<file path="src/rtl/dense_argmax_pkg.sv">
// Shared constants and types for the dense-layer argmax classifier stage.
package dense_argmax_pkg;
    localparam int N_CLASSES  = 24;
    localparam int SCORE_W    = 10;
    localparam int IDX_W      = $clog2(N_CLASSES);
    localparam int FIFO_DEPTH = 2;

    typedef enum logic [1:0] {IDLE, SCAN, PUSH} state_t;

    typedef struct packed {
        logic        [IDX_W-1:0]   idx;
        logic signed [SCORE_W-1:0] score;
    } result_t;
endpackage

</file>
<file path="src/rtl/dense_argmax_3_result_fifo.sv">
// First-word fall-through FIFO of result_t; push and pop may coincide at any occupancy.
module result_fifo
    import dense_argmax_pkg::*;
#(
    parameter int DEPTH = 2
) (
    input  logic    clk,
    input  logic    rst_n,
    input  logic    push,
    input  result_t din,
    output logic    full,
    input  logic    pop,
    output result_t dout,
    output logic    empty
);
    localparam int PW = $clog2(DEPTH);

    logic [PW:0] wr_ptr_q, wr_ptr_d, rd_ptr_q, rd_ptr_d;
    result_t     mem_q [DEPTH];
    result_t     mem_d [DEPTH];
    logic        do_pop, do_push;

    // Extra pointer bit separates full (MSBs differ) from empty (all equal).
    assign empty   = (wr_ptr_q == rd_ptr_q);
    assign full    = (wr_ptr_q[PW] != rd_ptr_q[PW]) && (wr_ptr_q[PW-1:0] == rd_ptr_q[PW-1:0]);
    assign do_pop  = pop && !empty;
    assign do_push = push && (!full || do_pop);
    assign dout    = mem_q[rd_ptr_q[PW-1:0]];

    always_comb begin
        mem_d    = mem_q;
        wr_ptr_d = wr_ptr_q;
        rd_ptr_d = rd_ptr_q;
        if (do_push) begin
            mem_d[wr_ptr_q[PW-1:0]] = din;
            wr_ptr_d                = wr_ptr_q + (PW+1)'(1);
        end
        if (do_pop) begin
            rd_ptr_d = rd_ptr_q + (PW+1)'(1);
        end
    end

    always_ff @(posedge clk or negedge rst_n) begin
        if (!rst_n) begin
            wr_ptr_q <= '0;
            rd_ptr_q <= '0;
            for (int i = 0; i < DEPTH; i++) mem_q[i] <= '0;
        end else begin
            wr_ptr_q <= wr_ptr_d;
            rd_ptr_q <= rd_ptr_d;
            mem_q    <= mem_d;
        end
    end
endmodule

</file>
<file path="src/rtl/dense_argmax_3.sv">
// Captures a 24-score vector, scans it one compare per cycle for the argmax,
// and queues {index, score} in a small FWFT result FIFO.
module dense_argmax_3
    import dense_argmax_pkg::*;
(
    input  logic                      clk,
    input  logic                      rst_n,
    input  logic                      vld_in,
    input  logic signed [SCORE_W-1:0] data_in [N_CLASSES-1:0],
    output logic                      busy,
    output logic                      out_vld,
    input  logic                      out_rdy,
    output logic        [IDX_W-1:0]   class_out,
    output logic signed [SCORE_W-1:0] score_out,
    output logic                      overrun
);
    state_t                    state_q, state_d;
    logic signed [SCORE_W-1:0] score_q [N_CLASSES-1:0];
    logic signed [SCORE_W-1:0] score_d [N_CLASSES-1:0];
    logic signed [SCORE_W-1:0] best_q, best_d;
    logic        [IDX_W-1:0]   best_idx_q, best_idx_d;
    logic        [IDX_W-1:0]   idx_q, idx_d;
    logic                      overrun_q, overrun_d;
    logic                      fifo_full, fifo_empty, pop_ok, push_ok;
    result_t                   fifo_din, fifo_dout;

    assign busy    = (state_q != IDLE);
    assign pop_ok  = out_rdy && !fifo_empty;
    // A pop on the same edge frees the slot, so a full FIFO need not stall.
    assign push_ok = !fifo_full || pop_ok;

    always_comb begin
        state_d    = state_q;
        score_d    = score_q;
        best_d     = best_q;
        best_idx_d = best_idx_q;
        idx_d      = idx_q;
        overrun_d  = overrun_q | (vld_in && state_q != IDLE);
        case (state_q)
            IDLE: if (vld_in) begin
                score_d    = data_in;
                best_d     = data_in[0];
                best_idx_d = '0;
                idx_d      = IDX_W'(1);
                state_d    = SCAN;
            end
            SCAN: begin
                // Strict compare: ties keep the lower index.
                if (score_q[idx_q] > best_q) begin
                    best_d     = score_q[idx_q];
                    best_idx_d = idx_q;
                end
                if (idx_q == IDX_W'(N_CLASSES-1)) state_d = PUSH;
                else                              idx_d   = idx_q + IDX_W'(1);
            end
            PUSH:    if (push_ok) state_d = IDLE;
            default: state_d = IDLE;
        endcase
    end

    always_ff @(posedge clk or negedge rst_n) begin
        if (!rst_n) begin
            state_q    <= IDLE;
            best_q     <= '0;
            best_idx_q <= '0;
            idx_q      <= '0;
            overrun_q  <= 1'b0;
            for (int i = 0; i < N_CLASSES; i++) score_q[i] <= '0;
        end else begin
            state_q    <= state_d;
            score_q    <= score_d;
            best_q     <= best_d;
            best_idx_q <= best_idx_d;
            idx_q      <= idx_d;
            overrun_q  <= overrun_d;
        end
    end

    assign fifo_din = '{idx: best_idx_q, score: best_q};

    result_fifo #(.DEPTH(FIFO_DEPTH)) u_fifo (
        .clk   (clk),
        .rst_n (rst_n),
        .push  (state_q == PUSH),
        .din   (fifo_din),
        .full  (fifo_full),
        .pop   (out_rdy),
        .dout  (fifo_dout),
        .empty (fifo_empty)
    );

    assign out_vld   = !fifo_empty;
    assign class_out = fifo_dout.idx;
    assign score_out = fifo_dout.score;
    assign overrun   = overrun_q;
endmodule

</file>
<file path="config.mk">
export PLATFORM = sky130hd
export DESIGN_NAME = dense_argmax_3
export DESIGN_NICKNAME = d
export VERILOG_FILES = /design/src/rtl/dense_argmax_pkg.sv /design/src/rtl/dense_argmax_3_result_fifo.sv /design/src/rtl/dense_argmax_3.sv
export SDC_FILE = /design/constraint.sdc
export NUM_CORES = 1
export LEC_CHECK = 0
export ABC_AREA = 1
export CORE_UTILIZATION = 37
export DETAILED_ROUTE_END_ITERATION = 10
export HOLD_SLACK_MARGIN = 0.03
export RECOVER_POWER = 25
export SLEW_MARGIN = 20
export SYNTH_ARGS = -nofsm -noshare
export SYNTH_HDL_FRONTEND = slang
export SYNTH_SLANG_ARGS = --single-unit
</file>
<file path="constraint.sdc">
create_clock -name clk -period 5 [get_ports clk]
set_input_delay 0.5 -clock clk [delete_from_list [all_inputs] [get_ports clk]]
set_output_delay 0.5 -clock clk [all_outputs]
set_load 0.05 [all_outputs]
</file>
==> results of run 1 <==
cell usage after synthesis:
cell type	count
nand3_1	120
xor2_1	2
buf_4	21
clkinv_1	1
nand4_1	2
buf_12	1
and3_1	1
a21oi_1	21
nor3_1	1
a211oi_1	1
inv_2	2
inv_1	175
nor2_1	152
o32ai_1	1
buf_1	2
buf_2	49
o21ai_1	20
buf_6	10
a21oi_2	5
ha_1	11
mux2_2	6
o21a_1	10
nand2_2	3
o21bai_1	1
o211ai_1	30
dfrtp_1	297
nand2_1	722
o21ai_0	184
xnor2_1	2
clkbuf_1	35
nor2_4	1
logic make-up (layout without fill, tap and decap cells):
group | Yosys count | in the layout | synth area share [%]
buffers and inverters | 296 | 516 | 9.295
flip-flops | 297 | 297 | 51.46
AO/OA/AOI/OAI | 273 | 273 | 10.34
AND/OR/NAND/NOR | 1002 | 1002 | 27.24
XOR/XNOR | 4 | 4 | 0.2426
multiplexers | 6 | 6 | 0.4677
adder cells (fa/ha/maj) | 11 | 11 | 0.9529
other | 0 | 1 | 0
through the flow:
stage / instance area [sq um] / std cells / total power [uW] / utilization, %
global route: 18310 / 2627 / 12940 / 47.48
CTS: 18330 / 2627 / 12020 / 47.55
floorplan: 14440 / 1889 / 7817 / -
detailed placement: 17210 / 2566 / 9463 / 44.64
global placement: 17210 / 2566 / 9366 / 44.64
finish: 18310 / 2628 / 11930 / 47.49
placed cells by master, fill, tap and decap left out, drive strengths merged, types with 3 or more instances in the layout:
| master | n |
|---|---|
| o211ai | 30 |
| nand3 | 120 |
| clkbuf | 53 |
| dfrtp | 297 |
| buf | 14 |
| ha | 11 |
| bufinv | 3 |
| clkdlybuf4s50 | 260 |
| o21ai | 204 |
| inv | 178 |
| a21oi | 26 |
| nand2 | 725 |
| clkinv | 8 |
| nor2 | 153 |
| o21a | 10 |
| mux2 | 6 |
sequential cells by signal, summed over array words and instances (netlist names):
register,cells
u_fifo.mem_q,30
score_q,240
best_idx_q,5
best_q,10
idx_q,5
overrun,1
state_q,2
u_fifo.wr_ptr_q,2
u_fifo.rd_ptr_q,2
report_power, final:
part	internal, uW	switching, uW
registers	3460	627
logic	1800	3540
clock network	1520	988
total	6780	5150
final timing paths:
check                        startpoint       endpoint  depth (start not counted)
max reg2reg                    idx_q[1]  best_idx_q[0]                         18
min                        score_q[106]   score_q[106]                          2
max                            idx_q[1]  best_idx_q[0]                         18
max in group asynchronous         rst_n       idx_q[1]                          2
min reg2reg                score_q[106]   score_q[106]                          2
min in group asynchronous         rst_n   score_q[111]                          1
layer usage:
| layer | up-vias | part of all wire [%] |
|---|---|---|
| li1 | 6278 | - |
| met1 | 6020 | 48 |
| met2 | 350 | 45 |
| met3 | 60 | 5.4 |
| met4 | 0 | 2.1 |
| met5 | - | 0 |
area by class of cell:
| type | instances | area share, % |
|---|---|---|
| well taps | 518 | 3.540 |
| clock inverters | 11 | 0.7517 |
| repair buffers | 277 | 15.01 |
| inverters | 178 | 3.663 |
| flip-flops and latches | 297 | 40.63 |
| multi-input cells | 1296 | 31.02 |
| diodes | 1 | 0.01367 |
| clock buffers | 50 | 5.365 |
critical path: stages, from the launching register on:
cell	delay (ps)
dfrtp_4	890
inv_1	90
buf_4	290
nand3_1	140
nand3_1	110
nand3_1	220
nand2_1	140
nand2_1	80
nand2_1	80
ha_1	290
nand2_1	70
nor2_1	170
nand3_1	120
nand4_1	110
nand3_1	330
nand2_2	380
inv_1	160
nand2_1	90
o21ai_0	70
==> impl_metrics.tcl, run 1 <==
set metrics [dict create \
    setup_violations 0 \
    wirelength_mm 44.47 \
    start_util_pct 37.46 \
    place_congestion 0.8464 \
    period_share_pct 80.42 \
    worst_pin_slew_ps 2491 \
    cts-root-buf "clkbuf_16" \
    cts_tree "yes" \
    yosysWarnings 0 \
    synth_area_leaders "dfrtp_1, nand2_1, o21ai_0" \
    clkLatencyLatePin_ps 520 \
    row_count 72 \
    tns_ps 0 \
    cts.sinks 297 \
    finalHoldWorstSlack_ps 468.8 \
    die_w_um 199.6 \
    criticalPathCategory "flip-flop to flip-flop" \
    holdCritPathClass "flip-flop to flip-flop" \
    synth_top_area_share_pct 51.46 \
    cts_buffers 35 \
    h-tree-depth 2 \
    p_leak_uw 0.008854 \
    maxSlewHeadroom_pct -66.05 \
    violations "capacitance limit, slew limit" \
    multi_input_comb_area_sq_um 5679 \
    grt_pass1_vias 12572 \
    clkTransAtPathRegs_ps 60 \
    rsz0062_at_grt "false" \
    dpl_worst_slack_ps 1060 \
    avgRoutedWirePerCell_um 16.92 \
    dp_hpwl_mm 31.55 \
    drc 0 \
    num_io_pins 262 \
    gr-usage-met3_pct 3.004 \
    status "finished, violations left" \
    antenna_found_initial 1 \
    vias_per_cell 4.836 \
    drt_iter0_drc 1051 \
    synth_top_cell_by_area "dfrtp_1" \
    clock.fmax_ghz 0.2487 \
    fillers 3943 \
    r2r_slack_ps 980 \
    syn_area_sq_um 14440 \
    ant_nets 0 \
    yosysSeqAreaShare_pct 51.46 \
    drv_slew 252 \
    drv_cap 3 \
    drt_pass1_iterations 5 \
    ctsResizeCount 0 \
    clockBufferDepth 3 \
    finalHoldViolations 0 \
    finalCriticalPeriod_ps 4021 \
    synth.distinct_cells 31 \
    worst-path-max-fanout 59 \
    dieArea_sq_um 39830 \
    via_count 12708 \
    grt_pass1_wl_mm 70.01 \
    powerDensity_nw_per_um2 651.5 \
    worst_slack_ps 978.8 \
    cp-start-kind "flip-flop" \
    grtUsageMet1_pct 33.81 \
    regArea_sq_um 7440 \
    io_buffers 261 \
    area_delta_synth_final_pct 26.76 \
    postCtsSetupRepairBufs 0 \
    crit_arrival_ps 4390 \
    synth-seq-cells 297 \
    grtUsageMet2_pct 34.72 \
    drive_above_1_share_pct 4.173 \
    finClkSkew_ps 29.30 \
    avgSynthCellArea_sq_um 7.646 \
    die_h_um 199.6 \
    crit_required_ps 5370 \
    synthCells 1889 \
    grt_max_degree 190 \
    cts-hold-fix-buffers 0 \
    fin_nets 2340 \
    grtUsageTotal_pct 22.75 \
    syn-num-nets 2144 \
    busiest_layer "met2" \
    core_area_sq_um 38560 \
    crit_path_end_kind "flip-flop" \
    gr-total-overflow 0 \
    vdd_drop_max_uv 367.7 \
]
Power figures use the tool's default switching activity.
==> inputs of run 2 (changes only) <==
- clock period: 5 -> 3.4 ns (I/O delays scaled with it)
==> run 2 against run 1 <==
Final area increased by 1.1%. Clock skew decreased by 11 ps. Via count increased by 0.70%. First-iteration DRC count decreased by 11%. Critical path depth increased by 1. The flow still finishes with violations (capacitance limit, slew limit). Routed wire length increased by 2.0%. Sequential power increased by 44%. Utilization increased by 0.55 points. Global-route usage increased by 0.30 points. Die area unchanged. Maximum frequency increased by 29%. Register-to-register slack got worse by 690 ps. Critical endpoint unchanged.
==> impl_metrics.tcl, run 2 (same netlist as run 1, synthesis figures left out) <==
set metrics [dict create \
    status "finished, violations left" \
    violations "capacitance limit, slew limit" \
    area_delta_synth_final_pct 28.21 \
    dp_cells 2574 \
    core_area_sq_um 38560 \
    cts-root-buf "clkbuf_16" \
    postCtsSetupRepairBufs 0 \
    finalHoldViolations 0 \
    largest_reg_flops 240 \
    gr-total-overflow 0 \
    dp_hpwl_mm 31.76 \
    cp-start-kind "flip-flop" \
    reg_top3 "score_q x240, u_fifo.mem_q x30, best_q x10" \
    tns_ps 0 \
    clkTransAtPathRegs_ps 60 \
    diodes 0 \
    worst_pin_slew_ps 2058 \
    maxSlewHeadroom_pct -37.18 \
    clkLatencyLatePin_ps 510 \
    drv_cap 1 \
    avgRoutedWirePerCell_um 17.23 \
    dpl_cell_area_sq_um 17400 \
    row_count 72 \
    grt_max_degree 194 \
    worst-path-max-fanout 41 \
    rsz0062_at_grt "false" \
    top_register "score_q" \
    drc 0 \
    criticalPathCategory "flip-flop to flip-flop" \
    fin_nets 2349 \
    crit_path_end_kind "flip-flop" \
    place_congestion 0.8258 \
    layout_commonest_cell "nand2_1" \
    final_cells 2632 \
    drv_slew 80 \
    drt_iter0_drc 940 \
    die_h_um 199.6 \
    holdCritPathClass "primary input to flip-flop" \
    grt_pass1_wl_mm 70.52 \
    p_leak_uw 0.008948 \
    period_share_pct 91.51 \
    h-tree-depth 2 \
    vias_per_cell 4.862 \
    dieArea_sq_um 39830 \
    crit_required_ps 3780 \
    powerDensity_nw_per_um2 963.8 \
    clock.fmax_ghz 0.3214 \
    cts.sinks 297 \
    clockBufferDepth 3 \
    finClkSkew_ps 18.05 \
    vdd_drop_max_uv 464.7 \
    via_count 12797 \
    cts_tree "yes" \
    ant_nets 0 \
    drt_pass1_iterations 5 \
    cts_buffers 34 \
    grt_pass1_vias 12903 \
    final_cell_area_sq_um 18520 \
    crit_arrival_ps 3490 \
    finalCriticalPeriod_ps 3111 \
    grtUsageTotal_pct 23.04 \
    antenna_found_initial 0 \
    die_w_um 199.6 \
    setup_violations 0 \
    io_buffers 261 \
    wirelength_mm 45.36 \
    drive_above_1_share_pct 4.541 \
    final_cell_mix "nand2_1, dfrtp_1, clkdlybuf4s50_1" \
    num_io_pins 262 \
    start_util_pct 37.46 \
]
[run 2: cell types whose count changed in the layout (fill, tap and decap cells not counted), sizes merged]
cell | previous run | this run
clkinv | 8 | 4
clkbuf | 53 | 56
dlygate4sd3 | 0 | 1
diode | 1 | 0
clkinvlp | 0 | 1
bufinv | 3 | 1
inv | 178 | 176
buf | 14 | 22
[run 2: layer usage]
metal | share of wire, % | GRT usage (%) | up-vias
li1 | - | - | 6284
met1 | 47 | 33.04 | 6083
met2 | 45 | 35.70 | 361
met3 | 5.9 | 3.814 | 69
met4 | 2.5 | 6.644 | 0
met5 | 0 | 0 | -
[run 2: final cells by class]
class | instances | area [sq um]
multi-input combinational | 1296 | 5682
tap | 518 | 648.1
inverter | 178 | 674.4
clock inverter | 4 | 45.04
timing repair buffer | 287 | 2968
clock buffer | 52 | 1062
fill | 3934 | 20040
sequential | 297 | 7440
[run 2: timing repair]
action	4_1_cts	5_1_grt
hold endpoints to repair	76	0
gates resized for setup	0	3
hold buffers	1	0
endpoints found under the setup margin	0	5
[run 2: path summary, 6_finish.rpt]
path | start | to | slack, ps | depth (start not counted)
worst max-delay path | idx_q[0] | best_idx_q[0] | 290 | 19
worst min-delay path | data_in[196] | score_q[196] | 370 | 3
worst max register to register | idx_q[0] | best_idx_q[0] | 290 | 19
worst min register to register | score_q[220] | score_q[220] | 470 | 2
max in group asynchronous | rst_n | u_fifo.mem_q[12] | 510 | 3
min in group asynchronous | rst_n | score_q[113] | 950 | 2
[run 2: where the power goes]
group          internal (uW)  switching (uW)
clock                   2210            1440
combinational           2890            5430
sequential              5080             786
[run 2: worst max-delay path, cell delays in order (launching register included)]
cell and delay (ps):
dfrtp_4 530, inv_2 130, buf_12 220, nor2_1 70
o211ai_1 330, nand3_1 210, nand2_1 140, ha_1 230
nand2_1 80, inv_1 40, nand2_1 70, nand2_1 60
nand2_1 80, nand3_1 70, nand2_1 60, nand3_1 130
nand2_4 190, inv_1 130, nand2_1 70, o21ai_0 70
[run 2: stage by stage]
stage / total power [uW] / setup WS, ps / hold slack (ps) / util (%)
6_report: 17850 / 288.8 / 373.1 / 48.03
5_1_grt: 19310 / 5.557 / 366.9 / 48.03
4_1_cts: 17860 / 205.3 / 357.8 / 48.01
3_5_place_dp: 14150 / 216.9 / 382.5 / 45.12
3_3_place_gp: 14000 / 290.5 / 381.5 / 45.12
2_1_floorplan: 11500 / 826.8 / 44.41 / -
==> inputs of run 3 (changes only) <==
- HOLD_SLACK_MARGIN: 0.03 -> default
==> results of run 3 <==
Same layout as run 2: the final DEF is identical, and so are final timing and power.
==> edit, RTL diff (config.mk and constraints of run 2) <==
Reset style: synchronous (`rst_n`), changed in 2 clocked blocks.
--- a/src/rtl/dense_argmax_3_result_fifo.sv
+++ b/src/rtl/dense_argmax_3_result_fifo.sv
@@ -40,7 +40,7 @@
         end
     end
 
-    always_ff @(posedge clk or negedge rst_n) begin
+    always_ff @(posedge clk) begin
         if (!rst_n) begin
             wr_ptr_q <= '0;
             rd_ptr_q <= '0;
--- a/src/rtl/dense_argmax_3.sv
+++ b/src/rtl/dense_argmax_3.sv
@@ -58,7 +58,7 @@
         endcase
     end
 
-    always_ff @(posedge clk or negedge rst_n) begin
+    always_ff @(posedge clk) begin
         if (!rst_n) begin
             state_q    <= IDLE;
             best_q     <= '0;
Check against the original RTL: differs if rst_n is asserted again (counterexample within 4 cycles, from zero or initial values and one cycle with rst_n low); with rst_n held inactive, the same outputs for 10 cycles.
==> edit against run 2 <==
Synthesized cell count is 4.5% higher; sequential share of layout area is 6.1 points lower; synthesized area is 6.0% lower; design area is 5.7% lower; routed wire length is 6.0% lower; setup slack better by 0.0034 ns; sequential cell count stayed put; final cell count is 0.11% higher.
Power is not compared: it rests on default switching activity, and its combinational part moved more than twofold at a synthesized area within 25%.
==> edit: results (changes against run 2) <==
metric;value;unit;change
outcome;complete, no violations;;
min_to;score_q[140];;
drt-met1-wl;19800;um;-6.6%
ys_top_cells_by_area;dfxtp_1 44%, o21ai_0 11%, nor2_1 10%;;
met3_usage;3.70;%;-0.12 points
r2r_cells;18;;-1
dr_wl_met3;2510;um;-6.1%
syn-num-nets;2229;;+4.0%
seq_area_frac_synth;43.8;%;-7.7 points
syn_avg_cell_area;6.88;um2;-10%
grt_pass1_wl;67400;um;-4.5%
fin_nets;2402;;+2.3%
worst_slew_pin_slew;1.03;ns;-1.03 ns
vias_per_cell;5.00;;+2.7%
min-delay-start;rst_n;;
synth_xor_area_share;0.129;%;-0.11 points
antenna_found_initial;1;;+1
synth_top_cell_area_share;43.8;%;-7.7 points
placed_area;16300;um2;-6.3%
post-route-period-util;91.4;%;-0.099 points
async_reset_ff_share;0;%;-100 points
grt_pass1_vias;12423;;-3.7%
synthAdderAreaFrac;1.01;%;+0.061 points
crit_arrival;3.51;ns;+0.02 ns
final_layout_size_suffix_gt1_share;4.56;%;+0.015 points
synth_cell_types;29;;-6.5%
ys_top_cells_by_count;374 x nor2_1, 299 x o21ai_0, 297 x dfxtp_1, 258 x nand2_1, 188 x a21oi_1;;
synth_compound_area_share;20.8;%;+10 points
drtIter0Drc;976;;+3.8%
grt_use_total;22.3;%;-0.71 points
cp-startpoint;idx_q[0];;
met2_length;19500;um;-4.4%
synthFlopType;dfxtp_1;;
num_vias;13162;;+2.9%
wl_per_cell;16.2;um;-6.1%
hold_ws;0.233;ns;-0.140 ns
use_met2;36.2;%;+0.52 points
gp_congestion;0.839;;+1.5%
place_ws;0.251;ns;+0.0341 ns
edit: layout make-up:
type                            instances  area (um2)
Fill cell                            3587       18400
Multi-Input combinational cell       1340        6140
Sequential cell                       297        5950
Timing Repair Buffer                  290        2950
Clock buffer                           53        1040
Inverter                              184         693
Tap cell                              461         577
Clock inverter                          9         120
Antenna cell                            1        2.50
edit: worst max-delay path, cell delays in order (launching register included):
cell	delay (ns)
dfxtp_4	0.36
buf_12	0.24
buf_4	0.31
nor2_1	0.08
nor2_1	0.08
o21ai_1	0.08
o211ai_1	0.10
nand3_1	0.20
nand2_1	0.15
ha_1	0.23
nand2_1	0.08
inv_1	0.04
a21oi_1	0.19
nand3_1	0.10
nand2_1	0.10
nand3_4	0.14
buf_4	0.22
a21oi_1	0.19
a21oi_2	0.07
edit: power groups by stage:
stage,registers (mW),logic [mW],clock network (mW)
floorplan,3.92,1.11,0
global placement,3.96,1.68,0
detailed placement,3.96,1.70,0
CTS,3.89,1.71,3.82
global route,3.91,1.94,3.98
finish,3.89,1.71,3.76
